**config.mk**
```make
export PLATFORM = sky130hd
export DESIGN_NAME = srl_fifo
export DESIGN_NICKNAME = d
export VERILOG_FILES = /design/src/rtl/srl_fifo_pkg.sv /design/src/rtl/srl_tap.sv /design/src/rtl/srl_fifo.sv
export SDC_FILE = /design/constraint.sdc
export NUM_CORES = 1
export LEC_CHECK = 0
export CORE_MARGIN = 5
export CORE_UTILIZATION = 50
export CTS_CLUSTER_SIZE = 30
export DETAILED_ROUTE_END_ITERATION = 8
export PLACE_DENSITY = 0.8
export SETUP_SLACK_MARGIN = 0.2
export SLEW_MARGIN = 30
export SYNTH_ARGS = -nofsm -noshare
export SYNTH_HDL_FRONTEND = slang
export SYNTH_HIERARCHICAL = 1
export SYNTH_SLANG_ARGS = --single-unit
```
**constraint.sdc**
```tcl
create_clock -name clk -period 25 [get_ports clk]
set_input_delay 5 -clock clk [delete_from_list [all_inputs] [get_ports clk]]
set_output_delay 5 -clock clk [all_outputs]
set_load 0.05 [all_outputs]
```
**src/rtl/srl_fifo_pkg.sv**
```systemverilog
// Shared defaults and width helpers for the SRL-based FIFO.
package srl_fifo_pkg;

    localparam int unsigned DEF_W = 8;
    localparam int unsigned DEF_N = 16;

    // Address width of the dynamic tap for a given depth (at least 1 bit).
    function automatic int unsigned tap_aw(input int unsigned depth);
        return (depth > 2) ? $clog2(depth) : 1;
    endfunction

endpackage

```
**src/rtl/srl_tap.sv**
```systemverilog
// W-bit, N-deep shift register with enable and dynamic read tap; no reset so it
// maps onto SRL16/SRL32 primitives.
module srl_tap
    import srl_fifo_pkg::*;
#(
    parameter int unsigned W  = DEF_W,
    parameter int unsigned N  = DEF_N,
    parameter int unsigned AW = tap_aw(N)
) (
    input  logic          clk,
    input  logic          en,
    input  logic [W-1:0]  d,
    input  logic [AW-1:0] addr,
    output logic [W-1:0]  q
);

    logic [W-1:0] mem [N];

    // Shift new data in at index 0 on every enabled cycle.
    always_ff @(posedge clk) begin
        if (en) begin
            mem[0] <= d;
            for (int unsigned k = 1; k < N; k++) begin
                mem[k] <= mem[k-1];
            end
        end
    end

    // Dynamic tap read.
    assign q = mem[addr];

endmodule

```
**src/rtl/srl_fifo.sv**
```systemverilog
// Synchronous first-word-fall-through FIFO: shift-register storage read through
// a tap at count-1, so the oldest entry is always on dout.
module srl_fifo
    import srl_fifo_pkg::*;
#(
    parameter int unsigned W = DEF_W,
    parameter int unsigned N = DEF_N
) (
    input  logic                     clk,
    input  logic                     r,
    input  logic [W-1:0]             din,
    input  logic                     we,
    output logic                     full,
    input  logic                     re,
    output logic [W-1:0]             dout,
    output logic                     empty,
    output logic [$clog2(N+1)-1:0]   count,
    output logic                     ovf,
    output logic                     udf
);

    localparam int unsigned CW = $clog2(N+1);
    localparam int unsigned AW = tap_aw(N);

    logic          push_c;
    logic          pop_c;
    logic          shift_c;
    logic [CW-1:0] count_nxt;
    logic          ovf_nxt;
    logic          udf_nxt;
    logic [CW-1:0] last_c;
    logic [AW-1:0] tap_addr_c;

    // Flags come straight from the registered occupancy.
    assign full  = (count == CW'(N));
    assign empty = (count == '0);

    // Tap tracks the oldest entry; its value while empty is don't-care.
    assign last_c     = count - CW'(1);
    assign tap_addr_c = AW'(last_c);

    // Accept logic and next occupancy/flag state.
    always_comb begin
        push_c    = 1'b0;
        pop_c     = 1'b0;
        shift_c   = 1'b0;
        count_nxt = count;
        ovf_nxt   = ovf;
        udf_nxt   = udf;

        push_c  = we && (!full || re);
        pop_c   = re && !empty;
        shift_c = push_c && !r;

        if (push_c && !pop_c) begin
            count_nxt = count + CW'(1);
        end else if (pop_c && !push_c) begin
            count_nxt = count - CW'(1);
        end

        if (we && !push_c) begin
            ovf_nxt = 1'b1;
        end
        if (re && !pop_c) begin
            udf_nxt = 1'b1;
        end
    end

    // Occupancy and sticky error flags; reset wins over push/pop.
    always_ff @(posedge clk) begin
        if (r) begin
            count <= '0;
            ovf   <= 1'b0;
            udf   <= 1'b0;
        end else begin
            count <= count_nxt;
            ovf   <= ovf_nxt;
            udf   <= udf_nxt;
        end
    end

    srl_tap #(
        .W  (W),
        .N  (N),
        .AW (AW)
    ) u_tap (
        .clk  (clk),
        .en   (shift_c),
        .d    (din),
        .addr (tap_addr_c),
        .q    (dout)
    );

endmodule

```
**Word-level counts from Yosys, hierarchy flattened**

Memories as Yosys holds them, arrays and structs flattened.
Cells that the tools add are included.

- $add $sub $neg: 2
- $mul: 0
- Divide/modulo/power cells: 0
- Magnitude comparators: 0
- Equality and inequality tests: 1
- Shift-type cells: 0
- Muxes and demuxes: 4
- Bitwise logic cells: 0
- Reductions and logical operators: 15

Operators by type and width:

| cell | count |
|---|---|
| two-way mux 5 bit | 2 |
| logical AND 1 bit | 7 |
| adder 5 x 1 -> 5 bit, second input constant | 1 |
| == test 5 bit, second input constant | 1 |
| logical NOT 1 bit | 5 |
| logical NOT 5 bit | 1 |
| subtractor 5 x 1 -> 5 bit, second input constant | 1 |
| two-way mux 1 bit | 2 |
| nonzero test 2 bit | 1 |
| logical OR 1 bit | 1 |

- Flip-flop bits (word level): 7
- Latch bits: 0
- Bits in writable memories: 128
- ROM bits: 0
- Input port bits: 12
- Output and inout port bits: 17
- Logic and storage cells: 26
- Memories: 1

Memories:

| memory | words | bits a word | rd ports | clocked after memory_dff | write ports | RTL line | RTL |
|---|---|---|---|---|---|---|---|
| u_tap.mem | 16 | 8 | 16 | 0 | 16 | srl_tap.sv:17 | `logic [W-1:0] mem [N];` |

**Longest topological paths before layout**

Gate-level depths: netlist (run 1).

- Depth in word-level cells: 8
- Mapped depth: 8
- Gate-level depth less buffers: 8

**Modules after synthesis**

The synthesis (run 1) kept the hierarchy.

By module, submodules not included:

| module | times used | cells an instance | area each (sq um) |
|---|---|---|---|
| srl_tap | 1 | 198 | 4877.2 |
| srl_fifo | 1 | 49 | 435.4 |

**Least setup slack after synthesis (run 1)**

OpenSTA, ideal clock, no wires.

- Path type: input -> register
- Start: in re
- End: mem u_tap/mem[0][0] (netlist bit) (enable)
- Setup time: 0.630 ns
- Arrival: 10.890 ns
- Data required time: 24.370 ns
- Slack: 13.480 ns
- Stages on the path: 3
- Cells stage by stage: inv_1 -> a21boi_0 -> nor2b_1

RTL lines:

| what | RTL line | RTL |
|---|---|---|
| start, declared | srl_fifo.sv:14 | `input logic re,` |
| end, declared | srl_tap.sv:17 |  |

**Worst setup path in the final report (run 1)**

- Start: reg count[0]
- End: out dout[1]

- Longest elaborated chain between the ends: 2

RTL lines:

| what | RTL line | RTL |
|---|---|---|
| start, declared | srl_fifo.sv:17 | `output logic [$clog2(N+1)-1:0] count,` |
| start signal, assigned | srl_fifo.sv:76 | `count <= count_nxt;` |
| subtractor 5 x 1 -> 5 bit | - |  |
| named net last_c[0] | srl_fifo.sv:31 | `logic [CW-1:0] last_c;` |
| memory read (16 x 8 bit) | - |  |
| end, declared | srl_fifo.sv:15 | `output logic [W-1:0] dout,` |

The timed path passes the listed nets, and every way through them passes these cells.

==> run metrics, run 1 <==
outcome=finished, final reports clean; CTS tree=done; Die Width=113 um; Die Y-Extent=113 um; CP top delay family=buffers and inverters; crit path time final=8.69 ns; WL per Instance=20.6 um; gr usage total=15.0%; CP Launch Type=register; Fin Setup TNS=0 ns; Top Ports=29; Worst EP arrival=3.69 ns; critical path's slowest cell=clkdlybuf4s50_1; Critical Path Sink Type=output port; area grow syn2layout=18.9%; largest net degree at the start of global routing=93; area of the core=0.0103 mm^2; Worst Setup SP=count[0]$_SDFFE_PP0P_; Yosys Warn Count=6; met3 GRT Util=4.33%; H-tree level count=4; CP max stage delay=0.71 ns; crit-path max FO=33; Fin Clk Skew=0.0126 ns; GR peak layer=met2; Min-Delay Path Class=reg2reg; worst hold path depth=0; fillers=693; drt via density=5.80; Resized Gates After CTS=0; DR vias=2523; Slew @ Worst Pin=0.783 ns; Ant. Diodes=0; Final Wtd Congestion=0.800; Levels on crit path=9; iteration count of the initial detailed-routing pass=4; Worst Hold Launch=u_tap/mem[1][2]$_DFFE_PP_; Critical Path, Cell by Cell=clkinv_1, buf_4, ha_1, inv_1, buf_4, mux4_1, a22oi_1, nand2_1, clkdlybuf4s50_1; met1 global-route usage=20.8%; DRC=0; CTS root buffer=clkbuf_8; Clock Sinks=135; final setup vio count=0; slew margin rel.=47.8%; post-synthesis register bit count=135; Detailed Route WL=8.98 mm; max-cap violations=0; period utilisation layout=34.8%; clk buf depth=2; R2R depth=7; CP Class=reg2out; Most common cell on crit path=buf_4; Clk Latency, worst-skew pair=0.51 ns; Clock Pin Slew Worst Setup and Hold Paths=0.06 ns; Synth cell types=33; die area=0.0128 mm^2; RSZ-0062 raised after global routing=no; # rows=37; Seq/Total Area, Yosys=75.0%; Port Buffers=28; initial antenna violation count=0; Mapped Nets=262; max-slew violation count=0; Max Fclk=0.115 GHz; CP Data Required Time=20.00 ns; Final Hold Viols=0; DR iter-0 viols=262; mean area per synthesized cell=21.5 um^2; Post-CTS Hold Fix Bufs=0; vias in the first global route=2593; CTS buffer count=17; first-pass GRT wire length=14.4 mm; met2 Usage GRT=22.5%; GRT overflow=0; Final HPWL DP=5.07 mm; Crit Reg-Reg Startpoint=count[0]$_SDFFE_PP0P_; Syn Inst Count=247; share of post-route cells with drive strength above 1=18.4%; Initial Util=51.5%; Setup Fix Bufs, Post-CTS=0; ANT nets after route=0; Critical path buffers and inverters=5; Nets=301; synthesized area=0.00531 mm^2
[flip-flops by register name, indices dropped and copies added (netlist names)]
signal,count
u_tap/mem,128
count,5
ovf,1
udf,1
[synth_stat cells]
master,n,share of area [%]
xor2_1,3,0.49
mux4_2,18,7.6
clkdlybuf4s25_2,3,0.57
buf_4,1,0.14
a21oi_1,4,0.38
a21boi_0,1,0.14
or4b_1,1,0.19
edfxtp_1,128,72
buf_1,1,0.071
ha_1,3,0.71
nor4b_1,1,0.16
or3_2,1,0.14
o21ai_0,1,0.094
a22oi_1,16,2.3
or4_1,1,0.14
buf_6,4,0.85
nand2b_1,1,0.12
nand2_1,8,0.57
nand4_1,2,0.24
nor2b_1,4,0.47
xnor2_1,1,0.16
buf_2,3,0.28
mux2i_1,2,0.38
inv_1,4,0.28
and2b_1,1,0.14
nor3_1,1,0.094
nor2_1,7,0.49
dfxtp_1,7,2.6
and4bb_2,1,0.24
mux2_1,2,0.42
a31oi_1,1,0.12
and2_1,1,0.12
mux4_1,14,6.9
[placed cells by master, fill, tap and decap left out, types with 2 or more instances in the layout]
cell | netlist | layout
mux4_2 | 18 | 18
nor2_1 | 7 | 7
a22oi_1 | 16 | 16
clkinv_1 | 0 | 2
dfxtp_1 | 7 | 7
mux4_1 | 14 | 14
nor2b_1 | 4 | 3
a21oi_1 | 4 | 4
ha_1 | 3 | 3
clkdlybuf4s50_1 | 0 | 28
clkinv_4 | 0 | 4
buf_4 | 1 | 2
mux2_1 | 2 | 2
bufinv_16 | 0 | 3
inv_6 | 0 | 3
clkinvlp_4 | 0 | 2
clkbuf_16 | 0 | 16
nand4_1 | 2 | 2
mux2i_1 | 2 | 2
inv_1 | 4 | 3
nand2_1 | 8 | 8
edfxtp_1 | 128 | 128
xor2_1 | 3 | 3
[final timing paths]
| path | end | slack [ns] |
|---|---|---|
| worst min register to register | u_tap/mem[2][2]$_DFFE_PP_ | 0.44 |
| worst max register to register | u_tap/mem[5][5]$_DFFE_PP_ | 21.67 |
| worst min-delay path | u_tap/mem[2][2]$_DFFE_PP_ | 0.44 |
| worst max-delay path | dout[1] | 16.31 |
[cell type report]
type	count	area (um^2)	share of cell area, %
sequential	135	3980	63.1
tap	136	170	2.69
inverter	4	15.0	0.238
timing repair buffer	32	334	5.29
multi-input combinational	96	1220	19.3
clock inverter	14	175	2.77
clock buffer	18	418	6.62
[routing by layer]
metal	wire, um	part of all wire [%]
met4	93	1.0
met1	3870	43
met3	453	5.0
met2	4560	51
met5	0	0
[logic make-up after synthesis]
group / count (synthesis) / synth area share [%]
mux: 36 / 15.4
simple gates: 30 / 3.11
xor+xnor: 4 / 0.660
compound gates: 23 / 2.99
buf+inv: 16 / 2.19
fa+ha+maj: 3 / 0.707
flops: 135 / 75.0
[through the flow]
stage / hold slack (ns) / cell area, um^2 / util (%) / worst slack (ns) / instances
6_report: 0.439 / 6320 / 61.2 / 16.31 / 435
5_1_grt: 0.452 / 6320 / 61.2 / 16.04 / 435
4_1_cts: 0.440 / 6290 / 60.9 / 16.21 / 434
3_5_place_dp: 0.424 / 5700 / 55.2 / 16.78 / 402
3_3_place_gp: 0.420 / 5690 / 55.1 / 16.83 / 402
2_1_floorplan: 0.417 / 5310 / - / 13.48 / 247
Power of run 1 is left out: the tool's default activity adds up to more than one toggle a clock period on the data nets, which glitch-free logic cannot reach.
==> run 2: changes to the inputs <==
- PLACE_DENSITY: 0.8 -> 0.82
- clock period: 25 -> 7.33 ns (I/O delays scaled with it)
==> run 2 against run 1 <==
Compared with the run above: non-clock buffer count rose by 1; via count fell by 0.32%; final cell count rose by 0.23%; hold slack got worse by 0.0016 ns; flip-flop and latch count did not move; global-route usage fell by 1.1 points; die area did not move; critical endpoint is now dout[3]; largest cell class unchanged.
==> run metrics, run 2 (same netlist as run 1, synthesis figures left out) <==
Min-Delay Path Class=reg2reg; commonest non-fill, non-tap cell in the layout=edfxtp_1; Final Hold Viols=0; Inst Count DP=403; iteration count of the initial detailed-routing pass=4; Top Ports=29; max-cap violations=0; RSZ-0062 raised after global routing=no; Worst EP arrival=3.78 ns; area grow syn2layout=18.9%; ANT nets after route=0; Initial Util=51.5%; CTS buffer count=17; max-slew violation count=0; die area=0.0128 mm^2; CTS tree=done; R2R Setup Slk=3.82 ns; Port Buffers=28; Detailed Route WL=8.46 mm; CP Data Required Time=5.86 ns; clk buf depth=2; Nets=302; Clock Sinks=135; DR iter-0 viols=267; Fin Setup TNS=0 ns; vias in the first global route=2579; crit path time final=5.24 ns; period utilisation layout=71.5%; Clk Latency, worst-skew pair=0.51 ns; DRC=0; gr usage total=13.9%; Final Wtd Congestion=0.777; share of post-route cells with drive strength above 1=19.0%; H-tree level count=4; Ant. Diodes=0; Critical Path Sink Type=output port; Max Fclk=0.191 GHz; fin cells=436; Fin Clk Skew=0.0140 ns; CP Class=reg2out; drt via density=5.77; WL per Instance=19.4 um; Clock Pin Slew Worst Setup and Hold Paths=0.06 ns; Slew @ Worst Pin=0.879 ns; area of the core=0.0103 mm^2; Final HPWL DP=4.79 mm; first-pass GRT wire length=13.4 mm; slew margin rel.=41.3%; Die Y-Extent=113 um; crit-path max FO=33; final setup vio count=0; CTS root buffer=clkbuf_8; max reg flops=128; # rows=37; commonest cells after routing, fill and taps aside=128 x edfxtp_1, 28 x clkdlybuf4s50_1, 18 x mux4_2; Top reg by flops=u_tap/mem; largest net degree at the start of global routing=80; Top Registers=u_tap/mem: 128 flops, count: 5 flops; Post-CTS Hold Fix Bufs=0; DR vias=2515; GRT overflow=0; initial antenna violation count=0; outcome=finished, final reports clean; CP Launch Type=register; Setup Fix Bufs, Post-CTS=0; Die Width=113 um; Resized Gates After CTS=0
## run 2: cell types whose count changed in the layout (fill, tap and decap cells not counted)
cell,delta
buf_4,+2
clkinv_1,-1
buf_6,-1
clkinv_2,+1
clkinv_4,-3
clkinvlp_4,+3
## run 2: metrics by stage
stage / worst slack [ns] / area [um^2] / hold WS (ns) / util, %
2_1_floorplan: 1.76 / 5320 / 0.417 / -
3_3_place_gp: 2.65 / 5700 / 0.421 / 55.2
3_5_place_dp: 2.59 / 5700 / 0.427 / 55.2
4_1_cts: 2.00 / 6290 / 0.441 / 60.9
5_1_grt: 1.82 / 6320 / 0.451 / 61.2
6_report: 2.09 / 6320 / 0.437 / 61.2
## run 2: cell type report
cell class                 instances  area, um^2
sequential                       135        3980
inverter                           4        15.0
multi-input combinational         96        1220
tap                              136         170
clock buffer                      18         418
timing repair buffer              33         338
fill                             705        4010
clock inverter                    14         173
## run 2: worst paths after layout
| path | depth (start not counted) | from | to |
|---|---|---|---|
| worst max register to register | 9 | count[0]$_SDFFE_PP0P_ | u_tap/mem[1][4]$_DFFE_PP_ |
| worst min register to register | 0 | u_tap/mem[1][3]$_DFFE_PP_ | u_tap/mem[2][3]$_DFFE_PP_ |
| worst min-delay path | 0 | u_tap/mem[1][3]$_DFFE_PP_ | u_tap/mem[2][3]$_DFFE_PP_ |
| worst max-delay path | 8 | count[0]$_SDFFE_PP0P_ | dout[3] |
## run 2: critical path, stage by stage, from the launching register on
cell and delay [ns]:
dfxtp_1 0.37, clkinv_1 0.07, buf_4 0.49, ha_1 0.34
xor2_1 0.13, nor2b_1 0.71, a22oi_1 0.24, nand2_1 0.12
clkdlybuf4s50_1 0.80
## run 2: metal layers
metal / wire, um / GRT usage (%) / vias to the layer above
li1: - / - / 1126
met4: 61 / 5.69 / 0
met1: 3640 / 18.4 / 1289
met2: 4150 / 21.2 / 96
met5: 0 / 0 / -
met3: 609 / 5.03 / 4
Power of run 2 is left out for the same reason.
